**src/rtl/riscv_pipe_pkg.sv**
```systemverilog
// Shared pipeline definitions: register-address width and the operand-mux
// select encoding that both this unit and the EX operand muxes decode.
package riscv_pipe_pkg;

    localparam int REG_AW = 5;

    typedef enum logic [1:0] {
        FWD_REGFILE = 2'b00,
        FWD_MEMWB   = 2'b01,
        FWD_EXMEM   = 2'b10
    } fwd_sel_e;

endpackage : riscv_pipe_pkg

```
**src/rtl/fwd_sel_compare.sv**
```systemverilog
// Priority compare for one EX operand: the younger EX/MEM result wins over
// MEM/WB, and writes to x0 never forward.
module fwd_sel_compare
    import riscv_pipe_pkg::*;
#(
    parameter int REG_AW = riscv_pipe_pkg::REG_AW
) (
    input  logic [REG_AW-1:0] rs,
    input  logic [REG_AW-1:0] mem_rd,
    input  logic              mem_we,
    input  logic [REG_AW-1:0] wb_rd,
    input  logic              wb_we,
    output logic [1:0]        sel
);

    logic mem_hit;
    logic wb_hit;

    assign mem_hit = mem_we && (mem_rd != '0) && (mem_rd == rs);
    assign wb_hit  = wb_we  && (wb_rd  != '0) && (wb_rd  == rs);

    always_comb begin
        sel = FWD_REGFILE;
        if (mem_hit) begin
            sel = FWD_EXMEM;
        end else if (wb_hit) begin
            sel = FWD_MEMWB;
        end
    end

endmodule : fwd_sel_compare

```
**src/rtl/forward_hazard_unit.sv**
```systemverilog
// EX-stage forwarding select generation and load-use stall detection, with
// private shadows of the EX/MEM and MEM/WB destination fields.
module forward_hazard_unit
    import riscv_pipe_pkg::*;
#(
    parameter int REG_AW = riscv_pipe_pkg::REG_AW,
    parameter int CNT_W  = 16
) (
    input  logic              clk,
    input  logic              rst_n,
    input  logic              hold,
    input  logic              flush_ex,
    input  logic              id_valid,
    input  logic [REG_AW-1:0] id_rs1,
    input  logic [REG_AW-1:0] id_rs2,
    input  logic              ex_valid,
    input  logic [REG_AW-1:0] ex_rs1,
    input  logic [REG_AW-1:0] ex_rs2,
    input  logic [REG_AW-1:0] ex_rd,
    input  logic              ex_regwrite,
    input  logic              ex_memread,
    output logic [1:0]        fwd_a_sel,
    output logic [1:0]        fwd_b_sel,
    output logic              stall,
    output logic [CNT_W-1:0]  stall_cnt
);

    logic [REG_AW-1:0] mem_rd_reg;
    logic              mem_we_reg;
    logic [REG_AW-1:0] wb_rd_reg;
    logic              wb_we_reg;
    logic [CNT_W-1:0]  stall_cnt_reg;
    logic [CNT_W-1:0]  stall_cnt_next;

    logic [REG_AW-1:0] rs_vec  [2];
    logic [1:0]        sel_vec [2];

    assign rs_vec[0] = ex_rs1;
    assign rs_vec[1] = ex_rs2;

    for (genvar gi = 0; gi < 2; gi++) begin : g_opnd
        fwd_sel_compare #(
            .REG_AW (REG_AW)
        ) u_cmp (
            .rs     (rs_vec[gi]),
            .mem_rd (mem_rd_reg),
            .mem_we (mem_we_reg),
            .wb_rd  (wb_rd_reg),
            .wb_we  (wb_we_reg),
            .sel    (sel_vec[gi])
        );
    end

    assign fwd_a_sel = sel_vec[0];
    assign fwd_b_sel = sel_vec[1];

    // A killed load cannot create a hazard; upstream turns stall into a bubble,
    // so this naturally lasts one cycle per load-use pair.
    assign stall = ex_valid && ex_memread && !flush_ex && (ex_rd != '0) &&
                   id_valid && ((ex_rd == id_rs1) || (ex_rd == id_rs2));

    always_comb begin
        stall_cnt_next = stall_cnt_reg;
        if (stall && !hold && (stall_cnt_reg != {CNT_W{1'b1}})) begin
            stall_cnt_next = stall_cnt_reg + {{(CNT_W-1){1'b0}}, 1'b1};
        end
    end

    always_ff @(posedge clk) begin
        if (!rst_n) begin
            mem_rd_reg    <= '0;
            mem_we_reg    <= 1'b0;
            wb_rd_reg     <= '0;
            wb_we_reg     <= 1'b0;
            stall_cnt_reg <= '0;
        end else if (!hold) begin
            mem_rd_reg    <= ex_rd;
            mem_we_reg    <= ex_regwrite && ex_valid && !flush_ex;
            wb_rd_reg     <= mem_rd_reg;
            wb_we_reg     <= mem_we_reg;
            stall_cnt_reg <= stall_cnt_next;
        end
    end

    assign stall_cnt = stall_cnt_reg;

endmodule : forward_hazard_unit
```
**config.mk**
```make
export PLATFORM = sky130hd
export DESIGN_NAME = forward_hazard_unit
export DESIGN_NICKNAME = d
export VERILOG_FILES = /design/src/rtl/riscv_pipe_pkg.sv /design/src/rtl/fwd_sel_compare.sv /design/src/rtl/forward_hazard_unit.sv
export SDC_FILE = /design/constraint.sdc
export NUM_CORES = 1
export LEC_CHECK = 0
export ABC_AREA = 1
export BUFFER_PORTS_ARGS = -buffer_cell sky130_fd_sc_hd__clkbuf_2
export CORE_ASPECT_RATIO = 1.2
export CORE_MARGIN = 5
export CORE_UTILIZATION = 51
export CTS_CLUSTER_SIZE = 30
export DETAILED_ROUTE_END_ITERATION = 7
export GPL_ROUTABILITY_DRIVEN = 0
export HOLD_SLACK_MARGIN = 0.12
export PLACE_DENSITY_LB_ADDON = 0.25
export SLEW_MARGIN = 20
export SYNTH_ARGS = -nofsm -noshare
export SYNTH_HDL_FRONTEND = slang
export SYNTH_SLANG_ARGS = --single-unit
```
**constraint.sdc**
```tcl
create_clock -name clk -period 1.9 [get_ports clk]
set_input_delay 0.095 -clock clk [delete_from_list [all_inputs] [get_ports clk]]
set_output_delay 0.095 -clock clk [all_outputs]
set_load 0.03 [all_outputs]
```
==> results_dict.tcl, run 1 <==
set metrics [dict create \
    slew_headroom_pct 71.8 \
    max_freq_mhz 575 \
    start_kind "register" \
    rsz0062_at_grt "false" \
    clk_latency_ns 0.26 \
    ys_types 25 \
    timing.rr.start "stall_cnt[0]" \
    cts_buffers 3 \
    maxCapViolCount 0 \
    post_synth.cell_area_avg_sq_um 6.43 \
    ir_worst_vdd_mv 0.511 \
    antenna_cells 0 \
    finalPower_mw 1.17 \
    rows 23 \
    finalCritPeriodShare_pct 91.6 \
    min_period_ns 1.74 \
    wirelength_um 4560 \
    vias 1940 \
    setup_tns_ns 0 \
    synthTopCellsByArea "dfxtp_1, nand2_1, nor2_1" \
    cts_tree "yes" \
    htree_levels 1 \
    worst-path-max-fanout 5 \
    worst_pin_slew_ns 0.422 \
    antenna_found_initial 0 \
    hold_class "in -> reg" \
    drive_gt1_share_pct 24.0 \
    syn_area_sq_mm 0.00177 \
    internal-power_uw 880 \
    fill_cells 320 \
    drc 0 \
    fin_nets 373 \
    vias_per_cell 5.17 \
    syn_nets 309 \
    cts_sinks 28 \
    path_clk_slew_ns 0.09 \
    drtIter0Drc 74 \
    synth_top_cell_area_share_pct 31.7 \
    synth_warnings 0 \
    p_leak_nw 1.06 \
    num_io_pins 54 \
    seqPwrFrac_pct 53.3 \
    syn_inst 275 \
    core_area_sq_mm 0.00334 \
    clock-root-buffer "clkbuf_8" \
    cp-startpoint "mem_rd_reg[1]" \
    grt_max_degree 24 \
    grt.total_usage_pct 19.5 \
    finalHoldViolCount 0 \
    finalSetupViolations 0 \
    final_antenna_net_count 0 \
    cp.arrival_ns 1.65 \
    slew_violations 0 \
    grt_pass1_wl_um 7620 \
    largest_reg_flops 16 \
    path_class "reg -> out" \
    die_area_sq_mm 0.00475 \
    grt_pass1_vias 1836 \
    endpoint_kind "primary output" \
    wl_per_cell_um 12.1 \
    port_buffers 53 \
    dp_hpwl_um 3500 \
    p_per_area_mw_per_mm2 526 \
    finClkSkew_ns 0.00149 \
    crit_required_ns 1.80 \
    start_util_pct 53.0 \
    die_w_um 63.7 \
    hp-start "ex_rd[2]" \
    yosysSeqAreaShare_pct 31.7 \
    pwr-share-comb_pct 16.2 \
    p_clk_share_pct 30.4 \
    dr.pass1.iters 4 \
    gr-total-overflow 0 \
    synth_seq_cells 28 \
    p_switching_uw 292 \
    area_growth_pct 26.0 \
    yosysTopAreaCell "dfxtp_1" \
    status "finished, final reports clean" \
    clock_path_buffers 2 \
    switching_share_pct 24.9 \
    die_h_um 74.5 \
]
[final cells by class]
cell class                      instances  area (sq um)  area share (%)
Clock buffer                            4          55.1            2.47
Inverter                               27           101            4.55
Multi-Input combinational cell        214          1100            49.2
Sequential cell                        28           561            25.2
Tap cell                               37          46.3            2.08
Timing Repair Buffer                   65           368            16.5
[synthesized netlist by cell type (all sizes together)]
cell / n
nor4: 2
buf: 5
xor2: 12
nand2: 65
a21oi: 15
nor2: 57
clkbuf: 2
xnor2: 14
nor3: 4
o41ai: 2
o21bai: 1
nand3: 13
ha: 1
nand4: 11
inv: 26
clkinv: 1
o21ai: 14
or2: 2
dfxtp: 28
[layout by cell type (no fill, tap or decap)]
master	Yosys	layout
dlygate4sd3_1	0	5
o41ai_1	2	1
o21bai_1	1	1
nand3_1	12	12
nor3_1	4	4
o21ai_0	14	14
buf_4	2	7
nand2_1	63	63
clkbuf_2	0	53
nor2_2	2	6
nand2_2	2	2
a21oi_1	15	15
o41ai_2	0	1
ha_1	1	1
dfxtp_1	28	28
nand3_4	0	1
clkinv_1	1	1
nand3_2	1	1
inv_2	3	4
nor4_1	2	2
or2_2	2	2
clkbuf_8	0	4
inv_1	23	22
nand4_1	11	11
xnor2_1	14	14
xor2_1	12	12
nor2_1	55	51
[stage by stage]
step | std cells | worst slack [ns] | hold slack (ns) | utilization (%) | instance area, sq um
6_report | 375 | 0.160 | 0.144 | 66.8 | 2230
5_1_grt | 375 | 0.000176 | 0.149 | 66.8 | 2230
4_1_cts | 374 | 0.0225 | 0.138 | 65.7 | 2190
3_5_place_dp | 365 | 0.0988 | 0.381 | 62.6 | 2090
3_3_place_gp | 365 | 0.176 | 0.373 | 62.6 | 2090
2_1_floorplan | 275 | 0.183 | 0.233 | - | 1770
[final timing paths]
path	end	slack, ns	depth (start not counted)
worst min register to register	wb_we_reg	0.51	2
worst min-delay path	mem_rd_reg[2]	0.14	3
worst max-delay path	fwd_a_sel[0]	0.16	5
worst max register to register	stall_cnt[2]	0.16	11
[what timing repair did]
action / 4_1_cts / 5_1_grt
hold endpoints to repair: 4 / 0
endpoints found under the setup margin: 0 / 11
buffers inserted: 0 / 0
hold buffers: 5 / 0
gates resized for setup: 0 / 7
[worst max-delay path, cell delays in order, from the launching register on]
cell and delay (ns):
dfxtp_1 0.37, or2_2 0.30, o41ai_2 0.29, nor3_1 0.11, nor2_1 0.10, clkbuf_2 0.21
[metal layers]
metal | track usage [%] | share of wire, %
met1 | 21.2 | 39
met5 | 0 | 0
met3 | 2.11 | 5.5
met2 | 38.7 | 53
met4 | 6.70 | 1.8
[power groups by stage]
stage / Combinational, mW / Sequential (mW) / Clock (mW)
floorplan: 0.113 / 0.633 / 0
global placement: 0.175 / 0.638 / 0
finish: 0.190 / 0.625 / 0.357
global route: 0.218 / 0.629 / 0.399
CTS: 0.186 / 0.625 / 0.368
detailed placement: 0.178 / 0.639 / 0
[cells by family after synthesis]
logic type	count (synthesis)	share of synthesized area (%)
AO/OA/AOI/OAI	32	9.63
XOR/XNOR	26	12.9
adder cells (fa/ha/maj)	1	0.708
buffers and inverters	34	8.21
flip-flops	28	31.7
AND/OR/NAND/NOR	154	36.9
(Power assumes the default switching activity.)
==> run 2: changes to the inputs <==
--- a/config.mk
+++ b/config.mk
@@ -8,7 +8,6 @@
 export ABC_AREA = 1
 export BUFFER_PORTS_ARGS = -buffer_cell sky130_fd_sc_hd__clkbuf_2
 export CORE_ASPECT_RATIO = 1.2
-export CORE_MARGIN = 5
 export CORE_UTILIZATION = 51
 export CTS_CLUSTER_SIZE = 30
 export DETAILED_ROUTE_END_ITERATION = 7
==> run 2 against run 1 <==
Against the previous run:
- cell count grew 0.27%
- power up 1.1%
- routed wire length is 3.1% lower
- first-iteration DRC count fell by 24%
- cell area increased by 0.22%
- clock power increased by 3%
- count of clock-buffer cells in the layout unchanged
- combinational power about the same
- non-clock buffer count up 1
- worst hold slack worse by 0.015 ns
- critical endpoint unchanged
- highest routed layer unchanged
==> results_dict.tcl, run 2 (synthesized netlist as in run 1, its figures left out) <==
set metrics [dict create \
    drc 0 \
    port_buffers 53 \
    finalHoldViolCount 0 \
    layout_commonest_cell "nand2_1" \
    drtIter0Drc 56 \
    endpoint_kind "primary output" \
    path_clk_slew_ns 0.09 \
    grt_max_degree 24 \
    cts_buffers 3 \
    maxCapViolCount 0 \
    min_period_ns 1.74 \
    wl_per_cell_um 11.7 \
    gr-total-overflow 0 \
    htree_levels 1 \
    wirelength_um 4410 \
    die_area_sq_mm 0.00371 \
    largest_reg_flops 16 \
    max_freq_mhz 576 \
    postLayoutCoreUtil_pct 66.9 \
    pre_cts_ws_ns 0.0952 \
    final_cell_mix "nand2_1, clkbuf_2, nor2_1" \
    fin_nets 374 \
    final_antenna_net_count 0 \
    num_io_pins 54 \
    rows 23 \
    path_cells "or2_2 > o41ai_2 > nor3_1 > nor2_1 > clkbuf_2" \
    fill_cells 320 \
    vias 1990 \
    crit_required_ns 1.80 \
    area_growth_pct 26.3 \
    core_area_sq_mm 0.00334 \
    grt.total_usage_pct 23.7 \
    finalSetupViolations 0 \
    grt_pass1_vias 1705 \
    start_kind "register" \
    dr.pass1.iters 4 \
    cp_slowest_cell "dfxtp_1" \
    grt_pass1_wl_um 7000 \
    hold_class "in -> reg" \
    slew_headroom_pct 73.0 \
    crit_family "simple AND/OR/NAND/NOR gates" \
    setup_ws_ns 0.164 \
    cp_slowest_stage_delay_ns 0.37 \
    die_h_um 66.5 \
    status "finished, final reports clean" \
    worst-path-max-fanout 5 \
    slew_violations 0 \
    clock-root-buffer "clkbuf_8" \
    antenna_found_initial 0 \
    worst_hold_slack_ns 0.129 \
    clock_path_buffers 2 \
    cp.arrival_ns 1.64 \
    die_w_um 55.7 \
    start_util_pct 53.0 \
    setup_tns_ns 0 \
    dp_hpwl_um 3360 \
    finClkSkew_ns 0.00177 \
    path_class "reg -> out" \
    worst_pin_slew_ns 0.405 \
    vias_per_cell 5.29 \
    cts_tree "yes" \
    finalCritPeriodShare_pct 91.4 \
    antenna_cells 0 \
    clk_latency_ns 0.28 \
    drive_gt1_share_pct 23.9 \
    cts_sinks 28 \
    p_per_area_mw_per_mm2 530 \
    crit_buf_inv 1 \
    ir_worst_vdd_mv 0.467 \
    p_leak_nw 1.07 \
]
## run 2: cell count changes in the layout (fill, tap and decap cells not counted)
| cell | change |
|---|---|
| nor2_1 | +1 |
| nor2_2 | -1 |
| buf_4 | +1 |
## run 2: path summary, 6_finish.rpt
check,start,to,slack [ns],depth (start not counted)
max,mem_rd_reg[1],fwd_a_sel[0],0.16,5
min reg2reg,wb_we_reg,wb_we_reg,0.50,2
max reg2reg,stall_cnt[0],stall_cnt[2],0.18,11
min,ex_rd[2],mem_rd_reg[2],0.13,3
## run 2: what timing repair did
item | in CTS | in global routing
setup endpoints to repair | 0 | 13
resized for setup | 0 | 6
hold buffers | 5 | 0
setup buffers | 0 | 1
endpoints found under the hold margin | 4 | 0
## run 2: per-layer routing
layer  share of wire [%]  track usage (%)
met1                  40             24.2
met2                  54             48.2
met3                 3.5             2.91
met4                 2.4             10.0
met5                   0                0
## run 2: area by class of cell
class	instances	area, sq um	share of cell area [%]
well taps	37	46.3	2.07
repair buffers	66	375	16.8
inverters	27	101	4.54
flip-flops and latches	28	561	25.1
clock buffers	4	55.1	2.46
multi-input cells	214	1090	49.0
## run 2: power breakdown
part | switching [mW] | internal [mW] | leakage, nW | total, mW
registers | 0.0221 | 0.603 | 0.228 | 0.625
clock network | 0.183 | 0.186 | 0.0288 | 0.369
logic | 0.0991 | 0.0921 | 0.810 | 0.191
## run 2: worst register-to-register path, delay by kind of cell, from the launching register on
kind	cells	cell delay, ns
adder cells (fa/ha/maj)	1	0.23
buffers and inverters	2	0.22
flip-flops	1	0.35
AND/OR/NAND/NOR	8	0.80
## run 2: per-stage QoR
step | power, mW | cell area, sq um | instances
floorplan | 0.746 | 1770 | 275
global placement | 0.813 | 2090 | 365
detailed placement | 0.818 | 2090 | 365
CTS | 1.19 | 2190 | 374
global route | 1.24 | 2230 | 376
finish | 1.18 | 2230 | 376
==> run 3: changes to the inputs <==
==> constraint.sdc (replaced) <==
create_clock -name clk -period 1.9 [get_ports clk]
set_input_delay 0.095 -clock clk [delete_from_list [all_inputs] [get_ports clk]]
set_output_delay 0.095 -clock clk [all_outputs]
set_load 0.005 [all_outputs]
==> run 3 against run 2 <==
Against the previous run:
- power hardly changed
- clock power about the same
- combinational power is essentially flat
- routed wire length did not move
- die area unchanged
- global-route usage stayed put
- largest power group unchanged
==> results_dict.tcl, run 3 (synthesized netlist as in run 1, its figures left out) <==
set metrics [dict create \
    die_h_um 66.5 \
    gr-total-overflow 0 \
    p_per_area_mw_per_mm2 530 \
    min_period_ns 1.72 \
    wl_per_cell_um 11.7 \
    grt_pass1_wl_um 7000 \
    path_clk_slew_ns 0.09 \
    fin_nets 374 \
    finalPower_mw 1.18 \
    slew_headroom_pct 73.0 \
    finalCritPeriodShare_pct 90.7 \
    crit_buf_inv 2 \
    vias_per_cell 5.29 \
    start_kind "register" \
    postLayoutCoreUtil_pct 66.9 \
    drtIter0Drc 56 \
    hold_class "in -> reg" \
    clock-root-buffer "clkbuf_8" \
    htree_levels 1 \
    globalRouteMet1Util_pct 24.2 \
    final_cell_mix "nand2_1, clkbuf_2, nor2_1" \
    vias 1990 \
    cp_slowest_stage_delay_ns 0.35 \
    path_cells "ha_1 > nand3_1 > inv_1 > nand3_1 > nor2_1 > nor2_2 > nand3_4 > inv_2 > nand3_1 > nand2_1 > nor2_1" \
    cp_slowest_cell "dfxtp_1" \
    drive_gt1_share_pct 23.9 \
    endpoint_kind "register" \
    antenna_cells 0 \
    dr.pass1.iters 4 \
    port_buffers 53 \
    start_util_pct 53.0 \
    area_growth_pct 26.3 \
    cts_tree "yes" \
    grt_use_met2_pct 48.2 \
    ir_worst_vdd_mv 0.467 \
    num_io_pins 54 \
    dp_hpwl_um 3360 \
    antenna_found_initial 0 \
    final_antenna_net_count 0 \
    clk_latency_ns 0.28 \
    drc 0 \
    die_w_um 55.7 \
    cts_sinks 28 \
    status "finished, final reports clean" \
    crit_family "simple AND/OR/NAND/NOR gates" \
    grt_max_degree 24 \
    cp.arrival_ns 1.90 \
    met3_usage_pct 2.91 \
    path_class "reg -> reg" \
    crit_path_frequent_cell "nand3_1" \
    maxCapViolCount 0 \
    wirelength_um 4410 \
    rows 23 \
    finalSetupViolations 0 \
    grt.total_usage_pct 23.7 \
    clock_path_buffers 2 \
    slew_violations 0 \
    worst_pin_slew_ns 0.405 \
    largest_reg_flops 16 \
    finalHoldViolCount 0 \
    core_area_sq_mm 0.00334 \
    worst_hold_slack_ns 0.129 \
    p_leak_nw 1.07 \
    layout_commonest_cell "nand2_1" \
    die_area_sq_mm 0.00371 \
    crit_required_ns 2.08 \
    worst-path-max-fanout 7 \
    max_freq_mhz 580 \
    cts_buffers 3 \
    grt-busiest-layer "met2" \
    grt_pass1_vias 1705 \
    finClkSkew_ns 0.00177 \
]
-- run 3: cell counts in the layout (fill, tap and decap cells not counted) --
Identical to the previous run, type by type.
-- run 3: routing by layer --
layer | vias up | part of all wire (%)
met2 | 57 | 54
met1 | 911 | 40
met3 | 13 | 3.5
met5 | - | 0
li1 | 1009 | -
met4 | 0 | 2.4
-- run 3: per-stage QoR --
step	setup WS, ns	cells	instance area (sq um)	setup TNS, ns
2_1_floorplan	0.354	275	1770	0
3_3_place_gp	0.160	365	2090	0
3_5_place_dp	0.0952	365	2090	0
4_1_cts	0.0717	374	2190	0
5_1_grt	-0.00476	376	2230	-0.00476
6_report	0.177	376	2230	0
-- run 3: path summary, 6_finish.rpt --
| check | startpoint | endpoint | slack (ns) | depth (start not counted) |
|---|---|---|---|---|
| worst max register to register | stall_cnt[0] | stall_cnt[2] | 0.18 | 11 |
| worst min register to register | wb_we_reg | wb_we_reg | 0.50 | 2 |
| worst min-delay path | ex_rd[2] | mem_rd_reg[2] | 0.13 | 3 |
| worst max-delay path | stall_cnt[0] | stall_cnt[2] | 0.18 | 11 |
-- run 3: final cells by class --
| type | instances | area, sq um |
|---|---|---|
| clock buffers | 4 | 55.1 |
| fillers | 320 | 1100 |
| inverters | 27 | 101 |
| multi-input cells | 214 | 1090 |
| flip-flops and latches | 28 | 561 |
| well taps | 37 | 46.3 |
| repair buffers | 66 | 375 |
-- run 3: power breakdown --
group | switching [mW] | total [mW] | internal (mW)
Sequential | 0.0221 | 0.625 | 0.603
Combinational | 0.0980 | 0.190 | 0.0921
Clock | 0.183 | 0.369 | 0.186
Total | 0.303 | 1.18 | 0.880
-- run 3: worst reg2reg max path, stage by stage (launching register included) --
cell     delay, ns
dfxtp_1       0.35
ha_1          0.23
nand3_1       0.12
inv_1         0.08
nand3_1       0.08
nor2_1        0.05
nor2_2        0.18
nand3_4       0.15
inv_2         0.14
nand3_1       0.09
nand2_1       0.08
nor2_1        0.05
-- run 3: repair_timing --
item | in CTS | in global routing
setup buffers | 0 | 1
resized for setup | 0 | 6
hold buffers | 5 | 0
setup endpoints to repair | 0 | 12
endpoints found under the hold margin | 4 | 0
